$ cat config.mk
export PLATFORM = sky130hd
export DESIGN_NAME = imm_ext_pipe
export DESIGN_NICKNAME = d
export VERILOG_FILES = /design/src/rtl/imm_ext_pipe.sv
export SDC_FILE = /design/constraint.sdc
export NUM_CORES = 1
export LEC_CHECK = 0
export CAP_MARGIN = 20
export CORE_MARGIN = 4
export CORE_UTILIZATION = 45
export DETAILED_ROUTE_END_ITERATION = 16
export MAX_ROUTING_LAYER = met4
export PLACE_DENSITY_LB_ADDON = 0.15
export SYNTH_ARGS = -nofsm -noshare
export SYNTH_HDL_FRONTEND = slang
export SYNTH_SLANG_ARGS = --single-unit
$ cat constraint.sdc
create_clock -name clk -period 3.4 [get_ports clk]
set_input_delay 0.68 -clock clk [delete_from_list [all_inputs] [get_ports clk]]
set_output_delay 0.68 -clock clk [all_outputs]
set_load 0.01 [all_outputs]
$ cat src/rtl/imm_ext_pipe.sv
// Pipelined immediate extender: five extension modes into a 2-entry in-order output FIFO.
// Optional saturating illegal-mode counter on err_cnt, enabled by defining EXT_ERR_CNT_EN.
module imm_ext_pipe #(
  parameter int IN_W      = 16,
  parameter int OUT_W     = 32,
  parameter int TAG_W     = 5,
  parameter int ERR_CNT_W = 8
) (
  input  logic             clk,
  input  logic             rst,
  input  logic             in_valid,
  output logic             in_ready,
  input  logic [IN_W-1:0]  in_imm,
  input  logic [2:0]       in_extop,
  input  logic [TAG_W-1:0] in_tag,
  output logic             out_valid,
  input  logic             out_ready,
  output logic [OUT_W-1:0] out_imm,
  output logic [TAG_W-1:0] out_tag,
  output logic             out_illegal
`ifdef EXT_ERR_CNT_EN
  ,
  output logic [ERR_CNT_W-1:0] err_cnt
`endif
);

  localparam logic [1:0] CNT_EMPTY = 2'd0;
  localparam logic [1:0] CNT_ONE   = 2'd1;
  localparam logic [1:0] CNT_FULL  = 2'd2;

  // Returns {illegal, extended}; illegal modes produce a zero result.
  function automatic logic [OUT_W:0] ext_imm(input logic [IN_W-1:0] imm,
                                             input logic [2:0]      op);
    logic signed [IN_W-1:0]  s_imm;
    logic signed [OUT_W-1:0] s_ext;
    logic [OUT_W-1:0]        z_ext;
    logic [OUT_W-1:0]        res;
    logic                    ill;
    s_imm = imm;
    s_ext = OUT_W'(s_imm);
    z_ext = {{(OUT_W-IN_W){1'b0}}, imm};
    ill   = 1'b0;
    case (op)
      3'b000:  res = z_ext;
      3'b001:  res = s_ext;
      3'b010:  res = z_ext << (OUT_W - IN_W);
      3'b011:  res = s_ext <<< 2;
      3'b100:  res = z_ext << 2;
      default: begin
        res = '0;
        ill = 1'b1;
      end
    endcase
    return {ill, res};
  endfunction

  logic [1:0]       r_count;
  logic [OUT_W-1:0] r_imm_hd, r_imm_tl;
  logic [TAG_W-1:0] r_tag_hd, r_tag_tl;
  logic             r_ill_hd, r_ill_tl;

  logic             w_push;
  logic             w_pop;
  logic [OUT_W:0]   w_ext;
  logic [OUT_W-1:0] w_new_imm;
  logic             w_new_ill;

  assign in_ready  = !rst && (r_count != CNT_FULL);
  assign out_valid = (r_count != CNT_EMPTY);
  assign w_push    = in_valid && in_ready;
  assign w_pop     = out_valid && out_ready;

  assign w_ext     = ext_imm(in_imm, in_extop);
  assign w_new_imm = w_ext[OUT_W-1:0];
  assign w_new_ill = w_ext[OUT_W];

  // Head entry always drives the outputs; it is left untouched on the final pop.
  always_ff @(posedge clk or posedge rst) begin
    if (rst) begin
      r_count  <= CNT_EMPTY;
      r_imm_hd <= '0;
      r_imm_tl <= '0;
      r_tag_hd <= '0;
      r_tag_tl <= '0;
      r_ill_hd <= 1'b0;
      r_ill_tl <= 1'b0;
    end else begin
      case (r_count)
        CNT_EMPTY: begin
          if (w_push) begin
            r_imm_hd <= w_new_imm;
            r_tag_hd <= in_tag;
            r_ill_hd <= w_new_ill;
            r_count  <= CNT_ONE;
          end
        end
        CNT_ONE: begin
          if (w_push && w_pop) begin
            r_imm_hd <= w_new_imm;
            r_tag_hd <= in_tag;
            r_ill_hd <= w_new_ill;
          end else if (w_push) begin
            r_imm_tl <= w_new_imm;
            r_tag_tl <= in_tag;
            r_ill_tl <= w_new_ill;
            r_count  <= CNT_FULL;
          end else if (w_pop) begin
            r_count  <= CNT_EMPTY;
          end
        end
        CNT_FULL: begin
          if (w_pop) begin
            r_imm_hd <= r_imm_tl;
            r_tag_hd <= r_tag_tl;
            r_ill_hd <= r_ill_tl;
            r_count  <= CNT_ONE;
          end
        end
        default: r_count <= CNT_EMPTY;
      endcase
    end
  end

  assign out_imm     = r_imm_hd;
  assign out_tag     = r_tag_hd;
  assign out_illegal = r_ill_hd;

`ifdef EXT_ERR_CNT_EN
  logic [ERR_CNT_W-1:0] r_err_cnt;

  always_ff @(posedge clk or posedge rst) begin
    if (rst) begin
      r_err_cnt <= '0;
    end else if (w_push && w_new_ill && (r_err_cnt != {ERR_CNT_W{1'b1}})) begin
      r_err_cnt <= r_err_cnt + 1'b1;
    end
  end

  assign err_cnt = r_err_cnt;
`else
  logic [ERR_CNT_W-1:0] w_unused_err_cnt;
  assign w_unused_err_cnt = '0;
`endif

endmodule

# Word level (Yosys, flattened, before mapping)
# Cells that the tools add are included.
# Widths: inputs -> output; s select.
[totals]
inputBits = 28
ff_bits = 78
[op_classes]
bitwise_logic = 1
n_eq_ne = 12
reduce_logical = 13
muxes = 20
[ops]
columns = ["operator", "n"]
rows = [
  ["$pmux 32 s5", 1],
  ["$mux 32", 3],
  ["$pmux 32 s3", 1],
  ["$mux 5", 3],
  ["$pmux 5 s3", 1],
  ["$mux 2", 5],
  ["$ne 2x2->1 const B", 5],
  ["$reduce_and 4->1", 2],
  ["$eq 3x2->1 const B", 2],
  ["$pmux 2 s3", 1],
  ["$reduce_or 5->1", 1],
  ["$logic_and 1x1->1", 4],
  ["$mux 1", 4],
  ["$eq 3x1->1 const B", 1],
  ["$eq 3x3->1 const B", 1],
  ["$logic_not 3->1", 1],
  ["$ne 3x3->1 const B", 1],
  ["$pmux 1 s3", 1],
  ["$reduce_and 3->1", 1],
  ["$reduce_bool 3->1", 1],
  ["$eq 2x1->1 const B", 1],
  ["$eq 2x2->1 const B", 1],
  ["$logic_not 2->1", 1],
  ["$reduce_bool 2->1", 1],
  ["other kinds (2)", 2],
]

# Longest topological paths before layout
[depth]
word_depth = 6
depth_mapped = 7
ltp_nobuf = 4

# Least setup slack after synthesis
# OpenSTA, ideal clock, no wires.
[synth_path]
kind = "input to register"
start = "input out_ready"
end = "register r_imm_tl[31]"
n_path_buf = 2
setup_slack_ps = 1503
setup_ps = 125
arrival_time_ps = 1772
required_time_ps = 3275
path_stages = 5
cell_sequence = "and2b_1 or3b_1 buf_2 buf_6 mux2_4"
[synth_between]
elab_chain_cells = 4
[synth_lines]
columns = ["element", "line_no", "text"]
rows = [
  ["from (decl)", "17", "input logic out_ready,"],
  ["$logic_and 1x1->1", "71", "assign w_pop = out_valid && out_ready;"],
  ["$logic_and 1x1->1", "98", "if (w_push && w_pop) begin"],
  ["$not 1->1 (no line)", "--", ""],
  ["$reduce_and 3->1 (no line)", "--", ""],
  ["to (signal assigned)", "103", "r_imm_tl <= w_new_imm;"],
  ["to (decl)", "58", "logic [OUT_W-1:0] r_imm_hd, r_imm_tl;"],
]
# Every way passes these cells.
# A chain may end at the register's enable or synchronous reset.

# Final worst setup path
[layout_path]
start = "input rst"
end = "register r_imm_hd[28] (netlist: out_imm[28])"
[layout_between]
elab_chain_cells = 6
word_cells_on_any_way = 7
cone_classes = "eq/ne (2); reduce/logical (5)"
[layout_lines]
columns = ["element", "line_no", "text"]
rows = [
  ["from (decl)", "10", "input logic rst,"],
  ["$logic_not 1->1 (no line) (*)", "--", ""],
  ["$logic_and 1x1->1 (*)", "68", "assign in_ready = !rst && (r_count != CNT_FULL);"],
  ["$logic_and 1x1->1 (*)", "70", "assign w_push = in_valid && in_ready;"],
  ["$logic_and 1x1->1", "98", ""],
  ["$ne 2x2->1 (no line)", "--", ""],
  ["$reduce_and 4->1 (no line) (*)", "--", ""],
  ["to (signal assigned)", "91", "r_imm_hd <= w_new_imm;"],
  ["to (signal assigned)", "99", "r_imm_hd <= w_new_imm;"],
  ["to (signal assigned)", "113", "r_imm_hd <= r_imm_tl;"],
  ["to (decl)", "58", ""],
]
# Mark *: on every way between the ends. The rest lies on a longest branch, timed or not.

==> flow_summary.json <==
{
  "status": "completed",
  "drtIter0Drc": 145,
  "slew_headroom_pct": 27.0,
  "cts_tree": "yes",
  "synth_fa_ha_area_share_pct": 0,
  "leakagePower_nw": 2.17,
  "path_clk_slew_ns": 0.08,
  "vdd_drop_max_mv": 0.277,
  "gp_congestion": 0.799,
  "cts-buffers-inserted": 9,
  "synth-compound-area-share_pct": 28.5,
  "num_rows": 33,
  "synthCells": 429,
  "fin_setup_tns_ns": 0,
  "crit_slowest_cell": "nor3_2",
  "rsz0062_at_grt": "false",
  "skew_ns": 0.00810,
  "max_stage_delay_ns": 0.89,
  "postCtsSetupRepairBufs": 0,
  "finalSetupViolCount": 0,
  "layout.cells.non_filler": 590,
  "critPathKind": "input pin to flop",
  "yosysWarnings": 0,
  "drc": 0,
  "diodes": 0,
  "synthSimpleGateAreaFrac_pct": 14.7,
  "max_cap_violations": 0,
  "via_per_inst": 5.79,
  "die_w_um": 102,
  "fillCellCount": 740,
  "syn_nets": 457,
  "cts_resized": 0,
  "syn-cell-area_um2": 3970,
  "hold_class": "flop to flop",
  "crit_path_end": "out_imm[28]",
  "vias": 3417,
  "synth_mux_area_share_pct": 2.68,
  "final_nets": 508,
  "fin_crit_ns": 2.58,
  "place_inst": 574,
  "synthXorXnorAreaFrac_pct": 0,
  "post-route-period-util_pct": 75.9,
  "clock_latency_ns": 0.36,
  "critPathLaunch": "rst",
  "ant_nets": 0,
  "worst_pin_slew_ns": 1.09,
  "start_kind": "input pin",
  "final_layout_size_suffix_gt1_share_pct": 8.66,
  "synthToLayoutAreaGrowth_pct": 24.8,
  "io_pins": 68,
  "rr_endpoint": "out_imm[28]",
  "synthDistinctLibCells": 39,
  "grt_max_degree": 79,
  "grt_pass1_vias": 3353,
  "critPathArrivalTime_ns": 2.86,
  "rrSetupSlack_ns": 1.18,
  "clockRootBuffer": "clkbuf_8",
  "io_buffers": 67,
  "grt_first_pass_wirelength_um": 17300,
  "firstDrtPassIters": 4,
  "antenna_found_initial": 0,
  "cp_max_fo": 16,
  "reg2reg_from": "r_count[0]",
  "max-clock-path-buffers": 2,
  "reg2reg_depth": 5,
  "hold_viol": 0,
  "crit_required_ns": 3.68,
  "syn_avg_cell_area_um2": 9.25,
  "hold_slack_ns": 0.481,
  "crit_top_cell": "a21oi_1",
  "wl_um": 10400,
  "dpl.hpwl_um": 6500,
  "crit_chain": "clkdlybuf4s50_1, nor4b_1, nor3_2, buf_4, a21oi_1, a21oi_1",
  "grt_use_total_pct": 21.9,
  "yosys_register_bits": 78,
  "cts_max_level": 3,
  "synth_top_family_by_area": "compound AO/OA/AOI/OAI gates",
  "max_freq_mhz": 387,
  "end_kind": "flop",
  "core_um2": 8380,
  "dieArea_um2": 10400,
  "grt_remaining_overflow": 0,
  "finalMaxSlewViolations": 0,
  "ys_seq_area_share_pct": 49.2,
  "wl_per_cell_um": 17.7,
  "start_util_pct": 47.4,
  "cts_sinks": 78,
  "power_density_nw_per_um2": 622,
  "postCtsHoldBufs": 0,
  "die_h_um": 102
}
-- metrics by stage --
step	cell area (um2)	power, mW	worst slack (ns)	util (%)
final	4950	3.08	0.819	59.1
after global routing	4950	3.26	0.667	59.1
after CTS	4950	3.11	0.856	59.1
after detailed placement	4710	2.24	0.469	56.2
after global placement	4710	2.22	0.533	56.2
after floorplan	3970	1.79	0.725	-
-- worst min-delay path by stage --
| stage | start | endpoint | slack, ns | depth (start not counted) |
|---|---|---|---|---|
| global route | r_imm_tl[29] | r_imm_tl[29] | 0.51 | 1 |
| global placement | r_imm_tl[16] | r_imm_tl[16] | 0.46 | 2 |
| CTS | r_imm_tl[16] | r_imm_tl[16] | 0.49 | 2 |
| detailed placement | r_imm_tl[16] | r_imm_tl[16] | 0.47 | 2 |
| finish | r_imm_tl[16] | r_imm_tl[16] | 0.48 | 2 |
| floorplan | r_imm_tl[16] | r_imm_tl[16] | 0.44 | 2 |
-- critical path: cells and delay by family --
family	cells	cell delay (ns)
AOI/OAI and AO/OA	2	0.24
buffers and inverters	2	0.93
and+or+nand+nor	2	1.00
-- routing by layer --
metal	vias to the layer above	global-route usage, %	share of wire [%]
li1	1638	-	-
met2	101	32.6	47
met5	-	-	0
met1	1668	30.5	47
met4	0	6.76	1.1
met3	10	4.16	5.5
-- cell usage after synthesis --
cell type | number | area (um2)
inv_1 | 1 | 3.75
a21o_1 | 14 | 105
o21ai_1 | 9 | 45.0
mux2_4 | 5 | 75.1
and2b_1 | 1 | 7.51
clkbuf_1 | 23 | 86.3
a211oi_1 | 15 | 113
or3_1 | 1 | 6.26
a21boi_0 | 1 | 7.51
a22oi_1 | 1 | 7.51
and2_1 | 1 | 6.26
nor3_1 | 1 | 5.00
and2_0 | 1 | 6.26
buf_2 | 8 | 40.0
or3b_1 | 1 | 8.76
nor2b_1 | 15 | 93.8
a31oi_1 | 9 | 56.3
nor2_1 | 40 | 150
mux2i_1 | 2 | 20.0
mux2_2 | 1 | 11.3
buf_6 | 2 | 22.5
and2b_2 | 1 | 8.76
dfrtp_1 | 78 | 1950
nand3_1 | 2 | 10.0
o21ai_0 | 17 | 85.1
a21oi_1 | 69 | 345
nor3b_1 | 1 | 7.51
nor4bb_1 | 1 | 10.0
nand2b_1 | 3 | 18.8
nand2_1 | 52 | 195
a2bb2oi_1 | 28 | 245
or2_2 | 2 | 12.5
and3b_1 | 1 | 8.76
nor3b_4 | 1 | 18.8
buf_4 | 5 | 37.5
clkbuf_2 | 1 | 5.00
a211o_1 | 13 | 114
o22a_1 | 1 | 8.76
nor4b_1 | 1 | 8.76
-- final cells by class --
| class | count | area [um2] | area share [%] |
|---|---|---|---|
| flip-flops and latches | 78 | 1950 | 39.4 |
| multi-input cells | 311 | 1830 | 37.0 |
| repair buffers | 79 | 786 | 15.9 |
| well taps | 105 | 131 | 2.65 |
| clock buffers | 9 | 124 | 2.50 |
| clock inverters | 7 | 121 | 2.45 |
| inverters | 1 | 3.75 | 0.0758 |
-- cell families (layout without fill, tap and decap cells) --
| kind of cell | after synthesis | count (layout) |
|---|---|---|
| AO/OA/AOI/OAI | 177 | 177 |
| multiplexers | 8 | 8 |
| AND/OR/NAND/NOR | 126 | 126 |
| flip-flops | 78 | 78 |
| buffers and inverters | 40 | 96 |
-- sequential cells by signal, summed over array words and instances, names as in the netlist --
| register | flops |
|---|---|
| out_imm | 32 |
| r_imm_tl | 32 |
| out_tag | 5 |
| r_tag_tl | 5 |
| r_count | 2 |
| out_illegal | 1 |
| r_ill_tl | 1 |
-- power by group --
group | switching (mW) | internal (mW) | total, mW
logic | 0.402 | 0.484 | 0.886
registers | 0.151 | 1.18 | 1.33
clock network | 0.370 | 0.492 | 0.862
-- placed cells by master (no fill, tap or decap), types with 3 or more instances in the layout --
master           netlist  final
a211oi_1              15     15
nor2_1                40     40
a2bb2oi_1             28     28
o21ai_0               17     17
bufinv_16              0      3
clkbuf_8               0      9
a21oi_1               69     69
nand2_1               52     52
buf_4                  5     10
nand2b_1               3      3
a211o_1               13     13
a31oi_1                9      9
clkdlybuf4s50_1        0     67
mux2_4                 5      5
a21o_1                14     14
o21ai_1                9      9
dfrtp_1               78     78
nor2b_1               15     14
No activity file was read; power rests on OpenSTA's default activity.
